`src/rtl/adc_seq_pkg.sv`:
```
// Shared types and helpers for the SAR ADC channel sequencer.
package adc_seq_pkg;

  typedef enum logic [2:0] {
    IDLE,
    SEL,
    SETTLE,
    START,
    CONV,
    STORE
  } seqState_e;

  localparam int unsigned AVG_N = 4;

  function automatic int unsigned clog2(input int unsigned v);
    int unsigned r;
    r = 0;
    for (int unsigned i = 0; i < 32; i++) begin
      if ((32'd1 << i) < v) r = i + 1;
    end
    return r;
  endfunction

endpackage

```
`src/rtl/adc_seq_rr_pick.sv`:
```
// Round-robin next-channel finder: first set mask bit strictly after 'last', wrapping.
module rr_pick
  import adc_seq_pkg::*;
#(
  parameter int unsigned N_CH = 4,
  parameter int unsigned CH_W = clog2(N_CH)
) (
  input  logic [N_CH-1:0] mask,
  input  logic [CH_W-1:0] last,
  output logic [CH_W-1:0] next,
  output logic            found
);

  logic [CH_W-1:0] idx;

  // Walk offsets from farthest to nearest so the nearest set bit wins.
  always_comb begin
    next  = last;
    found = 1'b0;
    idx   = '0;
    for (int unsigned i = N_CH; i >= 1; i--) begin
      idx = CH_W'((32'(last) + i) % N_CH);
      if (mask[idx]) begin
        next  = idx;
        found = 1'b1;
      end
    end
  end

endmodule

```
`src/rtl/adc_seq.sv`:
```
// Channel sequencer for the 6-bit SAR ADC core: round-robin scan, settle, convert, 1-entry result.
// Optional build macro ADC_SEQ_AVG_EN: average AVG_N back-to-back conversions per channel.
module adc_seq
  import adc_seq_pkg::*;
#(
  parameter int unsigned N_CH       = 4,
  parameter int unsigned CH_W       = clog2(N_CH),
  parameter int unsigned RES        = 6,
  parameter int unsigned SETTLE_CYC = 3,
  parameter int unsigned TO_CYC     = 16
) (
  input  logic            clk,
  input  logic            rst,
  input  logic            en,
  input  logic [N_CH-1:0] ch_mask,
  output logic [CH_W-1:0] mux_sel,
  output logic            adc_start,
  input  logic            adc_done,
  input  logic [RES-1:0]  adc_data,
  output logic [RES-1:0]  res_data,
  output logic [CH_W-1:0] res_ch,
  output logic            res_valid,
  input  logic            res_ready,
  output logic            ovr,
  output logic            tmo,
  input  logic            err_clr
);

  localparam int unsigned     CNT_MAX     = (TO_CYC > SETTLE_CYC) ? TO_CYC : SETTLE_CYC;
  localparam int unsigned     CNT_W       = clog2(CNT_MAX + 1);
  localparam logic [CNT_W-1:0] SETTLE_LAST = CNT_W'(SETTLE_CYC - 1);
  localparam logic [CNT_W-1:0] TO_LAST     = CNT_W'(TO_CYC - 1);
  localparam logic [CH_W-1:0]  LAST_INIT   = CH_W'(N_CH - 1);

  seqState_e       state;
  logic [CH_W-1:0] lastCh;
  logic [CH_W-1:0] pickCh;
  logic            pickFound;
  logic [CNT_W-1:0] cnt;
  logic [RES-1:0]  sample;
  logic            midGroup;

  rr_pick #(
    .N_CH (N_CH),
    .CH_W (CH_W)
  ) uPick (
    .mask  (ch_mask),
    .last  (lastCh),
    .next  (pickCh),
    .found (pickFound)
  );

`ifdef ADC_SEQ_AVG_EN
  localparam int unsigned GRP_W = clog2(AVG_N);
  logic [GRP_W-1:0] grp;
  logic [RES+1:0]   acc;
  logic [RES+1:0]   accNext;

  always_comb begin
    accNext  = acc + (RES+2)'(adc_data);
    midGroup = (grp != '0);
  end
`else
  always_comb midGroup = 1'b0;
`endif

  always_ff @(posedge clk or posedge rst) begin
    if (rst) begin
      state     <= IDLE;
      mux_sel   <= '0;
      lastCh    <= LAST_INIT;
      adc_start <= 1'b0;
      cnt       <= '0;
      sample    <= '0;
      res_data  <= '0;
      res_ch    <= '0;
      res_valid <= 1'b0;
      ovr       <= 1'b0;
      tmo       <= 1'b0;
`ifdef ADC_SEQ_AVG_EN
      grp       <= '0;
      acc       <= '0;
`endif
    end else begin
      adc_start <= 1'b0;
      // Clears are written first so a same-cycle set further down takes precedence.
      if (err_clr) begin
        ovr <= 1'b0;
        tmo <= 1'b0;
      end
      if (res_valid && res_ready) res_valid <= 1'b0;

      case (state)
        IDLE: if (en && (|ch_mask)) state <= SEL;

        SEL: begin
          if (en && pickFound) begin
            mux_sel <= pickCh;
            lastCh  <= pickCh;
            cnt     <= '0;
`ifdef ADC_SEQ_AVG_EN
            grp     <= '0;
            acc     <= '0;
`endif
            state   <= SETTLE;
          end else begin
            state <= IDLE;
          end
        end

        // Inside an averaging group this state is entered with cnt preset, giving one gap cycle.
        SETTLE: begin
          if (!en && !midGroup) begin
            state <= IDLE;
          end else if (cnt == SETTLE_LAST) begin
            adc_start <= 1'b1;
            state     <= START;
          end else begin
            cnt <= cnt + 1'b1;
          end
        end

        START: begin
          cnt   <= CNT_W'(1);
          state <= CONV;
        end

        CONV: begin
          if (adc_done) begin
`ifdef ADC_SEQ_AVG_EN
            if (grp == GRP_W'(AVG_N - 1)) begin
              sample <= RES'(accNext >> 2);
              state  <= STORE;
            end else begin
              acc   <= accNext;
              grp   <= grp + 1'b1;
              cnt   <= SETTLE_LAST;
              state <= SETTLE;
            end
`else
            sample <= adc_data;
            state  <= STORE;
`endif
          end else if (cnt == TO_LAST) begin
            tmo   <= 1'b1;
            state <= en ? SEL : IDLE;
          end else begin
            cnt <= cnt + 1'b1;
          end
        end

        STORE: begin
          res_data  <= sample;
          res_ch    <= mux_sel;
          if (res_valid && !res_ready) ovr <= 1'b1;
          res_valid <= 1'b1;
          state     <= en ? SEL : IDLE;
        end

        default: state <= IDLE;
      endcase
    end
  end

endmodule
```
`config.mk`:
```
export PLATFORM = sky130hd
export DESIGN_NAME = adc_seq
export DESIGN_NICKNAME = d
export VERILOG_FILES = /design/src/rtl/adc_seq_pkg.sv /design/src/rtl/adc_seq_rr_pick.sv /design/src/rtl/adc_seq.sv
export SDC_FILE = /design/constraint.sdc
export NUM_CORES = 1
export LEC_CHECK = 0
export CORE_UTILIZATION = 53
export CTS_BUF_LIST = sky130_fd_sc_hd__clkbuf_8
export CTS_CLUSTER_DIAMETER = 40
export DETAILED_ROUTE_END_ITERATION = 6
export PLACE_DENSITY = 0.81
export SYNTH_ARGS = -nofsm -noshare
export SYNTH_HDL_FRONTEND = slang
export SYNTH_SLANG_ARGS = --single-unit
```
`constraint.sdc`:
```
create_clock -name clk -period 2.1 [get_ports clk]
set_input_delay 0.21 -clock clk [delete_from_list [all_inputs] [get_ports clk]]
set_output_delay 0.21 -clock clk [all_outputs]
set_load 0.02 [all_outputs]
```
==> impl_metrics.toml <==
[route]
wire_per_inst_um = 15.98
route.detailed.drc = 0
drt_wl_total_um = 3276
drt_iter0_drc = 34
num_vias = 1233
vias_per_cell = 6.015
ant_nets = 0
first_pass_iters = 4

[worst_setup_path]
cp-end-kind = "flop"
cp.arrival_ps = 2000
worst_r2r_endpoint = "cnt[1]"
r2r_start = "cnt[1]"
cp.required_ps = 2280
cp-start-kind = "flop"
path_class = "reg2reg"
r2r_slack_ps = 280
crit_fanout = 6
ff2ff_path_depth = 7

[grt]
antenna_found_initial = 0
groute.usage.overall_pct = 23.39
grt_max_degree = 31
grt-ovfl-total = 0
grt_pass1_wl_um = 5664
grt_pass1_vias = 1261

[layout]
final_nets = 193
antennaDiodeCount = 0
drive_above_1_share_pct = 20.11
syn_to_final_growth_pct = 26.76

[timing]
finalSetupViolations = 0
period_needed_ps = 1824
timing.final.ws_setup_ps = 276.3
rsz0062_at_grt = "false"
worstMarginPinSlew_ps = 410.5
hold_viol = 0
finalCritPeriodShare_pct = 86.84
max_slew_margin_pct = 72.25
maxSlewViolCount = 0
max_clock_freq_mhz = 548.3
tns_ps = 0
final.setup_skew_ps = 3.478

[clocking]
cts-root-buf = "clkbuf_8"
numCtsBuffers = 5
cts.sinks = 30
clkTransAtPathRegs_ps = 60
cts_tree = "done"
cts_buffer_depth = 2
holdBufCountCts = 0
ctsResizeCount = 0
clk_latency_ps = 270
post_cts.repair.setup_buffers = 0
htreeDepth = 2

[floorplanning]
start_util_pct = 56.13
io_pins = 30
core_um2 = 2758
die_x_um = 56.04
die-area_um2 = 3140
fp-row-count = 19
die_h_um = 56.04

[placement]
place.port_buffers = 29
post-dp-hpwl_um = 2392
pre_cts_slack_ps = 112.7
routabilityCongestion = 0.7953

[run_status]
status = "completed"

[logic_synthesis]
yosysWarnings = 0
muxShareOfSynthArea_pct = 10.19
synth-edff-count = 0
ys.flop_type = "dfrtp_1"
postSynthNetCount = 157
async_reset_ff_share_pct = 100.0
synth_top_family_by_area = "simple AND/OR/NAND/NOR gates"
syn_area_per_cell_um2 = 11.22
syn-cell-area_um2 = 1548
synth_simple_gate_area_share_pct = 17.46
ys_seq_area_share_pct = 48.67
synth_compound_area_share_pct = 16.49
synthAdderAreaFrac_pct = 2.425
synth-xor-area-share_pct = 0.5659
ys_ff_latch = 30
synthCells = 138
synthDistinctLibCells = 44

[power_and_ir_drop]
p_total_w = 0.002453
ir_drop_v = 0.0009599
leakage_nw = 0.8508
power.density_nw_per_um2 = 1250

[job]
maxCapViolations = 0

[hold_path]
holdCritPathClass = "in2async"
[power breakdown]
| group | internal (W) | switching [W] | leakage (nW) |
|---|---|---|---|
| clock network | 0.000222 | 0.000206 | 0.0438 |
| registers | 0.000808 | 0.000172 | 0.381 |
| logic | 0.000529 | 0.000516 | 0.426 |
| total | 0.00156 | 0.000894 | 0.851 |
[kinds of logic (layout without fill, tap and decap cells)]
logic type                 Yosys count  in the layout
AOI/OAI and AO/OA                   31             31
xor gates and xnor gates             1              1
adders and majority gates            3              3
buffers and inverters               14             50
DFF                                 30             30
muxes                               14             14
and+or+nand+nor                     45             45
[final cells by class]
type,count,area (µm²)
Inverter,9,33.78
Tap cell,31,38.79
Timing Repair Buffer,34,327.8
Clock buffer,5,68.82
Multi-Input combinational cell,94,729.5
Sequential cell,30,753.2
Clock inverter,2,10.01
Fill cell,223,795.8
[layer usage]
metal  vias up  track usage, %  wire length [µm]
li1        585               -                 -
met1       617           27.57              1385
met2        27           39.12              1735
met3         4           6.744               126
met4         0           11.15                28
met5         -               0                 0
[worst max path at each step]
stage / startpoint / end / slack [ps] / cells past startpoint
2_1_floorplan: cnt[1] / cnt[1] / 440 / 7
3_3_place_gp: ch_mask[0] / cnt[3] / 180 / 5
3_5_place_dp: ch_mask[0] / cnt[3] / 110 / 5
4_1_cts: cnt[1] / cnt[1] / 270 / 7
5_1_grt: cnt[1] / cnt[4] / 120 / 7
6_report: cnt[1] / cnt[1] / 280 / 7
[cell usage after synthesis (2+ instances only)]
cell        n  area (µm²)
o41ai_1     2       17.52
nor3b_1     2       15.01
nor3_1      3       15.01
a21oi_1     5       25.02
mux2_2     14       157.7
a21o_1      3       22.52
ha_1        3       37.54
a211oi_1    2       15.01
o31ai_1     2       15.01
nand3_1     9       45.04
o22ai_1     2       12.51
nand2_1     4       15.01
nand2b_1    5       31.28
buf_2       4       20.02
o21ai_0     2       10.01
or3_1       2       12.51
dfrtp_1    28       700.7
o21a_1      2       15.01
o2bb2ai_1   3       26.28
dfstp_2     2       52.55
nand3b_1    3       22.52
nor2_1      6       22.52
inv_1       9       33.78
[layout by cell type, fill, tap and decap left out, types with 2 or more instances in the layout]
cell type        Yosys  routed
a21o_1               3       3
a211oi_1             2       2
nand2b_1             5       5
nor2_1               6       6
o2bb2ai_1            3       3
o41ai_1              2       2
ha_1                 3       3
o21ai_0              2       2
inv_1                9       9
nor3_1               3       3
clkinv_2             0       2
o22ai_1              2       2
nand3_1              9       9
nor3b_1              2       2
clkbuf_8             0       5
o21a_1               2       2
dfrtp_1             28      28
buf_4                0       5
or3_1                2       2
dfstp_2              2       2
nand3b_1             3       3
mux2_2              14      14
a21oi_1              5       5
clkdlybuf4s50_1      0      29
nand2_1              4       4
o31ai_1              2       2
[critical path, stage by stage, from the launching register on]
cell and delay [ps]:
dfrtp_1 420, ha_1 230, and3_1 150, ha_1 220
nor2_1 170, a32oi_4 100, and2_4 200, o31ai_1 230
[state kept, by name, summed over array words and instances (netlist names)]
name / cells
state: 3
res_data: 6
adc_start: 1
ovr: 1
mux_sel: 2
cnt: 5
res_ch: 2
lastCh: 2
tmo: 1
res_valid: 1
sample: 6
[through the flow]
| stage | hold slack (ps) | utilization (%) | cell area, µm² | instances |
|---|---|---|---|---|
| final | 304.8 | 71.14 | 1962 | 205 |
| after global routing | 328.5 | 71.14 | 1962 | 205 |
| after CTS | 317.0 | 71.14 | 1962 | 205 |
| after detailed placement | 492.7 | 68.28 | 1883 | 198 |
| after global placement | 477.5 | 68.28 | 1883 | 198 |
| after floorplan | 299.3 | - | 1548 | 138 |
Power figures use the tool's default switching activity.
